## config.mk

```make
export PLATFORM = sky130hd
export DESIGN_NAME = i2s_bulk_scheduler
export DESIGN_NICKNAME = d
export VERILOG_FILES = /design/src/rtl/i2s_bulk_scheduler.sv
export SDC_FILE = /design/constraint.sdc
export NUM_CORES = 1
export LEC_CHECK = 0
export BUFFER_PORTS_ARGS = -buffer_cell sky130_fd_sc_hd__buf_2
export CORE_AREA = 2 2 251 253
export CTS_CLUSTER_DIAMETER = 200
export DETAILED_ROUTE_END_ITERATION = 6
export DIE_AREA = 0 0 253 255
export PLACE_DENSITY = 0.42
export SYNTH_ARGS = -nofsm -noshare
export SYNTH_HDL_FRONTEND = slang
export SYNTH_SLANG_ARGS = --single-unit
```

## constraint.sdc

```tcl
create_clock -name clk -period 9.6 [get_ports clk]
set_clock_uncertainty 0.1 [all_clocks]
set_input_delay 1.44 -clock clk [delete_from_list [all_inputs] [get_ports clk]]
set_output_delay 1.44 -clock clk [all_outputs]
set_load 0.01 [all_outputs]
```

## src/rtl/i2s_bulk_scheduler.sv

```systemverilog
// Round-robin bulk reader for a bank of I2S receiver FIFOs: each grant emits a tagged
// header followed by exactly BULK_OF_DATA samples from the granted channel.
module i2s_err_bit (
    input  logic clk,
    input  logic rst,
    input  logic set,
    input  logic clear,
    output logic q
);
    // A set in the same cycle as clear wins.
    always_ff @(posedge clk or posedge rst) begin
        if (rst) q <= 1'b0;
        else     q <= (q & ~clear) | set;
    end
endmodule

module i2s_bulk_scheduler #(
    parameter int CHANNEL_NUM  = 16,
    parameter int ID_WIDTH     = 5,
    parameter int BULK_OF_DATA = 87,
    parameter int DATA_WIDTH   = 32
) (
    input  logic                              clk,
    input  logic                              rst,
    input  logic [CHANNEL_NUM-1:0]            channel_enable,
    input  logic [CHANNEL_NUM-1:0]            r_ready,
    input  logic [CHANNEL_NUM-1:0]            error_full,
    input  logic [CHANNEL_NUM-1:0]            error_empty,
    input  logic [CHANNEL_NUM*DATA_WIDTH-1:0] rdata,
    output logic [CHANNEL_NUM-1:0]            r_enable,
    input  logic                              out_almost_full,
    output logic                              out_valid,
    output logic [DATA_WIDTH-1:0]             out_data,
    output logic                              busy,
    output logic [ID_WIDTH-1:0]               grant_id,
    output logic [CHANNEL_NUM-1:0]            error_sticky,
    input  logic                              clear_errors
);
    localparam logic [1:0] SCAN   = 2'd0;
    localparam logic [1:0] HEADER = 2'd1;
    localparam logic [1:0] READ   = 2'd2;

    logic [1:0]                 state;
    logic [ID_WIDTH-1:0]        rr_ptr;
    logic [ID_WIDTH-1:0]        winner;
    logic [ID_WIDTH-1:0]        rd_id;
    logic                       found;
    logic                       rd_vld;
    logic [7:0]                 seq;
    logic [7:0]                 cnt;
    logic [CHANNEL_NUM-1:0]     cand;
    logic [CHANNEL_NUM-1:0]     rot;
    logic [2*CHANNEL_NUM-1:0]   dbl;
    int                         off;

    assign cand = channel_enable & r_ready;
    assign busy = (state != SCAN);

    // Rotate candidates so bit 0 is the channel right after rr_ptr; lowest set bit wins.
    always_comb begin
        dbl    = {cand, cand} >> (int'(rr_ptr) + 1);
        rot    = dbl[CHANNEL_NUM-1:0];
        winner = '0;
        found  = 1'b0;
        off    = 0;
        for (int k = CHANNEL_NUM - 1; k >= 0; k--) begin
            if (rot[k]) begin
                off = int'(rr_ptr) + 1 + k;
                if (off >= CHANNEL_NUM) off = off - CHANNEL_NUM;
                winner = ID_WIDTH'(off);
                found  = 1'b1;
            end
        end
    end

    always_ff @(posedge clk or posedge rst) begin
        if (rst) begin
            state    <= SCAN;
            grant_id <= '0;
            rr_ptr   <= ID_WIDTH'(CHANNEL_NUM - 1);
            seq      <= '0;
            cnt      <= '0;
            r_enable <= '0;
        end else begin
            case (state)
                SCAN: begin
                    if (found && !out_almost_full) begin
                        grant_id <= winner;
                        rr_ptr   <= winner;
                        state    <= HEADER;
                    end
                end
                HEADER: begin
                    seq      <= seq + 8'd1;
                    cnt      <= '0;
                    r_enable <= CHANNEL_NUM'(1) << grant_id;
                    state    <= READ;
                end
                READ: begin
                    cnt <= cnt + 8'd1;
                    if (cnt == 8'(BULK_OF_DATA - 1)) begin
                        r_enable <= '0;
                        state    <= SCAN;
                    end
                end
                default: state <= SCAN;
            endcase
        end
    end

    // FIFO data lags its strobe by one cycle; rd_id keeps the slice aligned with it.
    always_ff @(posedge clk or posedge rst) begin
        if (rst) begin
            rd_vld    <= 1'b0;
            rd_id     <= '0;
            out_valid <= 1'b0;
            out_data  <= '0;
        end else begin
            rd_vld <= |r_enable;
            rd_id  <= grant_id;
            if (state == HEADER) begin
                out_valid <= 1'b1;
                out_data  <= {8'hA5, seq, 8'(grant_id), 8'(BULK_OF_DATA)};
            end else if (rd_vld) begin
                out_valid <= 1'b1;
                out_data  <= rdata[int'(rd_id)*DATA_WIDTH +: DATA_WIDTH];
            end else begin
                out_valid <= 1'b0;
            end
        end
    end

    i2s_err_bit u_err [CHANNEL_NUM-1:0] (
        .clk   (clk),
        .rst   (rst),
        .set   (error_full | error_empty),
        .clear (clear_errors),
        .q     (error_sticky)
    );
endmodule

```

**Yosys cells after proc, flatten, opt, wreduce, memory -nomap -nowiden**

Cells that the tools add are included.

- Register bits after elaboration: 99
- Input port bits: 580
- Output and inout bits: 71

- Add/subtract/negate cells: 34
- $lt $le $gt $ge: 16
- Eq/ne operators: 5
- Shift operators: 3
- Multiplexer cells: 58
- Bitwise gates (word level): 35
- Reductions and logical operators: 10

Operators by type and width:

| cell | number |
|---|---|
| $shiftx A512 B11 Y32 | 1 |
| $mux W5 | 32 |
| $ge A7 B5 Y1 const B | 15 |
| $sub A5 B5 Y5 const B | 16 |
| $mux W32 | 2 |
| $add A6 B4 Y7 const B | 8 |
| $pmux W16 S2 | 1 |
| $shr A32 B6 Y16 | 1 |
| $add A6 B3 Y7 const B | 4 |
| $mux W1 | 18 |
| $add A8 B1 Y8 const B | 2 |
| $and A1 B1 Y1 | 16 |
| $and A16 B16 Y16 | 1 |
| $mux W16 | 1 |
| $or A1 B1 Y1 | 16 |
| $or A16 B16 Y16 | 1 |
| $pmux W8 S2 | 1 |
| $reduce_or A16 Y1 | 1 |
| $shl A1 B5 Y16 const A | 1 |
| $add A6 B2 Y7 const B | 2 |
| $eq A8 B7 Y1 const B | 1 |
| $add A6 B1 Y7 const B | 1 |
| $add A5 B1 Y6 const B | 1 |
| $ge A6 B5 Y1 const B | 1 |
| 11 further kinds | 17 |

**Depth between registers and ports, before layout**

- Depth in word-level cells: 21
- Gate-level depth with buffers: 17

**Modules after synthesis**

From an unflattened synthesis, not the netlist that was laid out.

- Cells, all modules: 1,013
- Area total of the unflattened synthesis: 10,906.7 µm²

By module, submodules not included:

| module | instances | cells each | area an instance (µm²) |
|---|---|---|---|
| i2s_bulk_scheduler | 1 | 949 | 10,266.1 |
| i2s_err_bit | 16 | 4 | 40.0 |

**Least setup slack after synthesis**

No wires, ideal clock.

- Path type: input port to flip-flop
- Start: in channel_enable[5]
- End: reg rr_ptr[2]
- Library setup time: 0.079 ns
- Data arrival time: 3.526 ns
- Required time: 9.421 ns
- Path slack: 5.895 ns
- Stages: 10
- Buffers on the path: 1
- Path through: nand2_1 > mux4_2 > o221a_2 > a31oi_2 > buf_4 > nand2_1 > o221ai_1 > o221ai_1 > a221o_1 > o21ai_0

- Word-level cells in the longest chain between the ends: 20

Ends and longest elaborated chain:

| what | RTL line | text |
|---|---|---|
| from (decl) | 25 | `input logic [CHANNEL_NUM-1:0] channel_enable,` |
| $and A16 B16 Y16 * | 56 | `assign cand = channel_enable & r_ready;` |
| $shr A32 B6 Y16 * | 61 | `dbl = {cand, cand} >> (int'(rr_ptr) + 1);` |
| $mux W1 (16 in a row) | 67 | `if (rot[k]) begin` |
| $logic_and A1 B1 Y1 | 87 | `if (found && !out_almost_full) begin` |
| $reduce_and A2 Y1 (no source line) | -- |  |
| to (signal assigned) | 80 | `rr_ptr <= ID_WIDTH'(CHANNEL_NUM - 1);` |
| to (signal assigned) | 89 | `rr_ptr <= winner;` |
| to (decl) | 44 | `logic [ID_WIDTH-1:0] rr_ptr;` |

Every way passes the cells marked *; elsewhere a longest branch is shown, timed or not.
A chain may end at the register's enable or synchronous reset.

**Worst setup path in the final report**

- Start: reg rr_ptr[1]
- End: reg grant_id[4]

- Word-level cells in the longest chain between the ends: 20

Ends and longest elaborated chain:

| what | RTL line | text |
|---|---|---|
| $add A5 B1 Y6 * | 61, 68 |  |
| $add A6 B4 Y7 / $shr A32 B6 Y16 (equally long branches) | 68, 61 |  |
| $ge A7 B5 Y1, or another cell as far along | 69 | `if (off >= CHANNEL_NUM) off = off - CHANNEL_NUM;` |
| $mux W5 / $mux W1 (equally long branches) | 69, 67 |  |
| $mux W5 / $mux W1 (equally long branches) (14 in a row) | 67 |  |
| $mux W5 / $logic_and A1 B1 Y1 (equally long branches) | 67, 87 |  |
| $mux W5 / $reduce_and A2 Y1 (equally long branches) | -- |  |
| to (signal assigned) | 88 | `grant_id <= winner;` |
| to (decl) | 35 | `output logic [ID_WIDTH-1:0] grant_id,` |

Marks and branches as above.

==> metrics.yaml <==
syn-num-nets: 1636
hold_buffers: 0
peakVddDrop_v: 0.000164
synthTopCellsByArea: "mux4_2 (35%), dfrtp_1 (21%), nand2_1 (3.0%), o21ai_0 (2.9%), nor2_1 (2.2%)"
synth_edf_count: 0
slew_headroom: 0.230
grt_antenna_before_repair: 51
critPathLaunchType: "flip-flop"
ys_ff_latch: 98
worst_slew_pin_slew_ns: 1.15
final_cell_area_um2: 15400
numCtsBuffers: 9
avgSynthCellArea_um2: 10.8
rsz0062_at_grt: "false"
max_cap_viol_count: 0
grt_use_total: 0.213
top_layer: "met5"
yosysUniqueCellTypes: 90
chipWidth_um: 253
crit_start: "rr_ptr[1]"
worst_path_max_delay_cell: "dfstp_2"
cp.required_ns: 9.75
wl_met2_um: 32900
layout.cells.non_filler: 2428
synth-simple-area-share: 0.141
r2r_setup_slack_ns: 4.53
hold_class: "flip-flop to flip-flop"
postCtsSetupRepairBufs: 0
r2r_start: "rr_ptr[1]"
grt_first_pass_wirelength_um: 96800
nFillCells: 6756
cts_resized: 0
hpwl_um: 58500
muxShareOfSynthArea: 0.376
grt_max_degree: 91
cp.depth: 13
period_share: 0.528
clk_pin_slew_worst_paths_ns: 0.08
drt_iter0_drc: 977
vias: 12400
p_leak_nw: 6.71
cts_sinks: 98
grt_overflow: 0
drt-wirelength-per-cell_um: 28.9
outcome: "finished clean"
cp_data_arrival_time_ns: 5.22
h-tree-depth: 3
synth_compound_area_frac: 0.166
wirelength_um: 70200
max_stage_delay_ns: 1.00
yosys.area.top_type_share: 0.352
ys_seq_area_frac: 0.220
nNetsFinal: 2197
ys.flop_type: "dfrtp_1"
yosys.area.top_type: "mux4_2"
tritoncts: "yes"
synth.cell_area_um2: 11200
routed_via_density: 5.09
cp-endpoint: "grant_id[4]"
fin_crit_ns: 5.07
clock_latency_ns: 0.38
clockRootBuffer: "clkbuf_16"
setup_viol_count_final: 0
power_density_nw_per_um2: 324
synth_xor_xnor_area_share: 0.0158
fmax_ghz: 0.197
first_global_vias: 12500
pin_count: 651
netlist_instances: 1038
synthAdderAreaFrac: 0.0201
core_area_um2: 62200
worst_setup_path_end_kind: "flip-flop"
antenna_left: 0
crit_chain: "clkinv_1, ha_1, inv_1, ha_1, a21boi_0, nand2_1, a21oi_1, o21ai_0, and4_1, nor3_1, nor3_1, o41ai_1, a21oi_2"
start_util: 0.180
io_buffer_count: 650
dr.pass1.iters: 5
synth_top_family_by_area: "multiplexers"
row_count: 92
hold_viol_final: 0
drc: 0
place_congestion: 0.952
path_delay_family: "adder cells"
cp_max_fo: 31
die_y_um: 255
place_area_um2: 15000
die-area_um2: 64500
area_delta_synth_final_pct: 37.5
routedLengthMet1_um: 28000
r2r_end: "grant_id[4]"
r2r_cells: 13
clockBufferDepth: 2
slew_violations: 0
final_layout_size_suffix_gt1_frac: 0.564
dp.cells: 2387
critPathKind: "flip-flop to flip-flop"
route.met3.wl_um: 7480
critPathBufInv: 2
fin_tns_setup_ns: 0
yosys_warnings: 0
synthArstFlopShare: 1.00
==> flip-flops by register name, indices dropped and copies added, names as in the netlist <==
register	cells
rr_ptr	4
grant_id	5
r_enable	16
rd_vld	1
cnt	8
rd_id	5
out_valid	1
out_data	32
seq	8
u_err.q	16
state	2
==> cells by family after synthesis <==
group | after synthesis
XOR/XNOR | 18
buffers and inverters | 148
AO/OA/AOI/OAI | 253
AND/OR/NAND/NOR | 304
multiplexers | 199
adder cells (fa/ha/maj) | 18
flip-flops | 98
==> area by class of cell <==
class | instances | area, µm² | share of cell area
Tap cell | 799 | 1000 | 0.0649
Sequential cell | 98 | 2470 | 0.160
Clock inverter | 7 | 76.3 | 0.00496
Timing Repair Buffer | 660 | 3340 | 0.217
Multi-Input combinational cell | 792 | 8080 | 0.525
Clock buffer | 9 | 225 | 0.0146
Antenna cell | 25 | 62.6 | 0.00406
Inverter | 38 | 145 | 0.00943
==> cells in the mapped netlist (all sizes together), types with 13 or more instances <==
library cell and n:
a22oi 24, nor2 68, o31ai 19, nand4 14, mux2i 14, dfrtp 94, nor3 19, nor2b 13
clkbuf 54, nand2 88, ha 18, buf 56, a21oi 25, a221o 14, nand3 22, o21ai 69
inv 35, mux4 175
==> through the flow <==
step / setup slack [ns] / utilization / hold WS (ns) / total power, W
after global routing: 4.10 / 0.247 / 0.413 / 0.00533
after global placement: 4.64 / 0.242 / 0.360 / 0.00461
after floorplan: 5.50 / - / 0.273 / 0.00335
after detailed placement: 4.54 / 0.242 / 0.366 / 0.00461
final: 4.53 / 0.248 / 0.386 / 0.00499
after CTS: 4.61 / 0.247 / 0.377 / 0.00502
==> layout by cell type (no fill, tap or decap), types with 8 or more instances in the layout <==
master / count
xnor2_1: 11
o21a_1: 8
o21ai_0: 64
o22ai_1: 10
dfrtp_1: 90
a221o_1: 14
nand2b_1: 11
buf_4: 9
nand4b_1: 12
buf_2: 650
inv_1: 29
clkbuf_16: 9
and3_1: 12
ha_1: 17
a22oi_1: 24
o41ai_1: 8
o31ai_1: 19
mux2_2: 8
nand2_1: 88
nor2b_1: 13
mux2i_1: 12
a21oi_1: 23
nand3_1: 22
nor2_1: 66
nor3_1: 18
nand4_1: 13
diode_2: 25
mux4_2: 175
o211ai_1: 8
==> where the power goes <==
| part | internal (W) | switching, W | leakage, nW |
|---|---|---|---|
| clock | 0.000185 | 0.000203 | 0.147 |
| combinational | 0.00163 | 0.00216 | 5.37 |
| sequential | 0.000545 | 0.000266 | 1.20 |
==> routing by layer <==
layer  track usage  up-vias
li1              -     5331
met4        0.0593       20
met3        0.0692       99
met5             0        -
met2         0.358      751
met1         0.261     6154
==> worst min-delay path by stage <==
stage / cells after the start / slack, ns / end / from
floorplan: 0 / 0.27 / rd_id[4] / grant_id[4]
global placement: 1 / 0.36 / seq[7] / seq[7]
detailed placement: 1 / 0.37 / seq[7] / seq[7]
CTS: 1 / 0.38 / seq[7] / seq[7]
global route: 1 / 0.41 / out_valid / rd_vld
finish: 1 / 0.39 / seq[7] / seq[7]
Note: power is estimated with default switching activity, not from simulation.
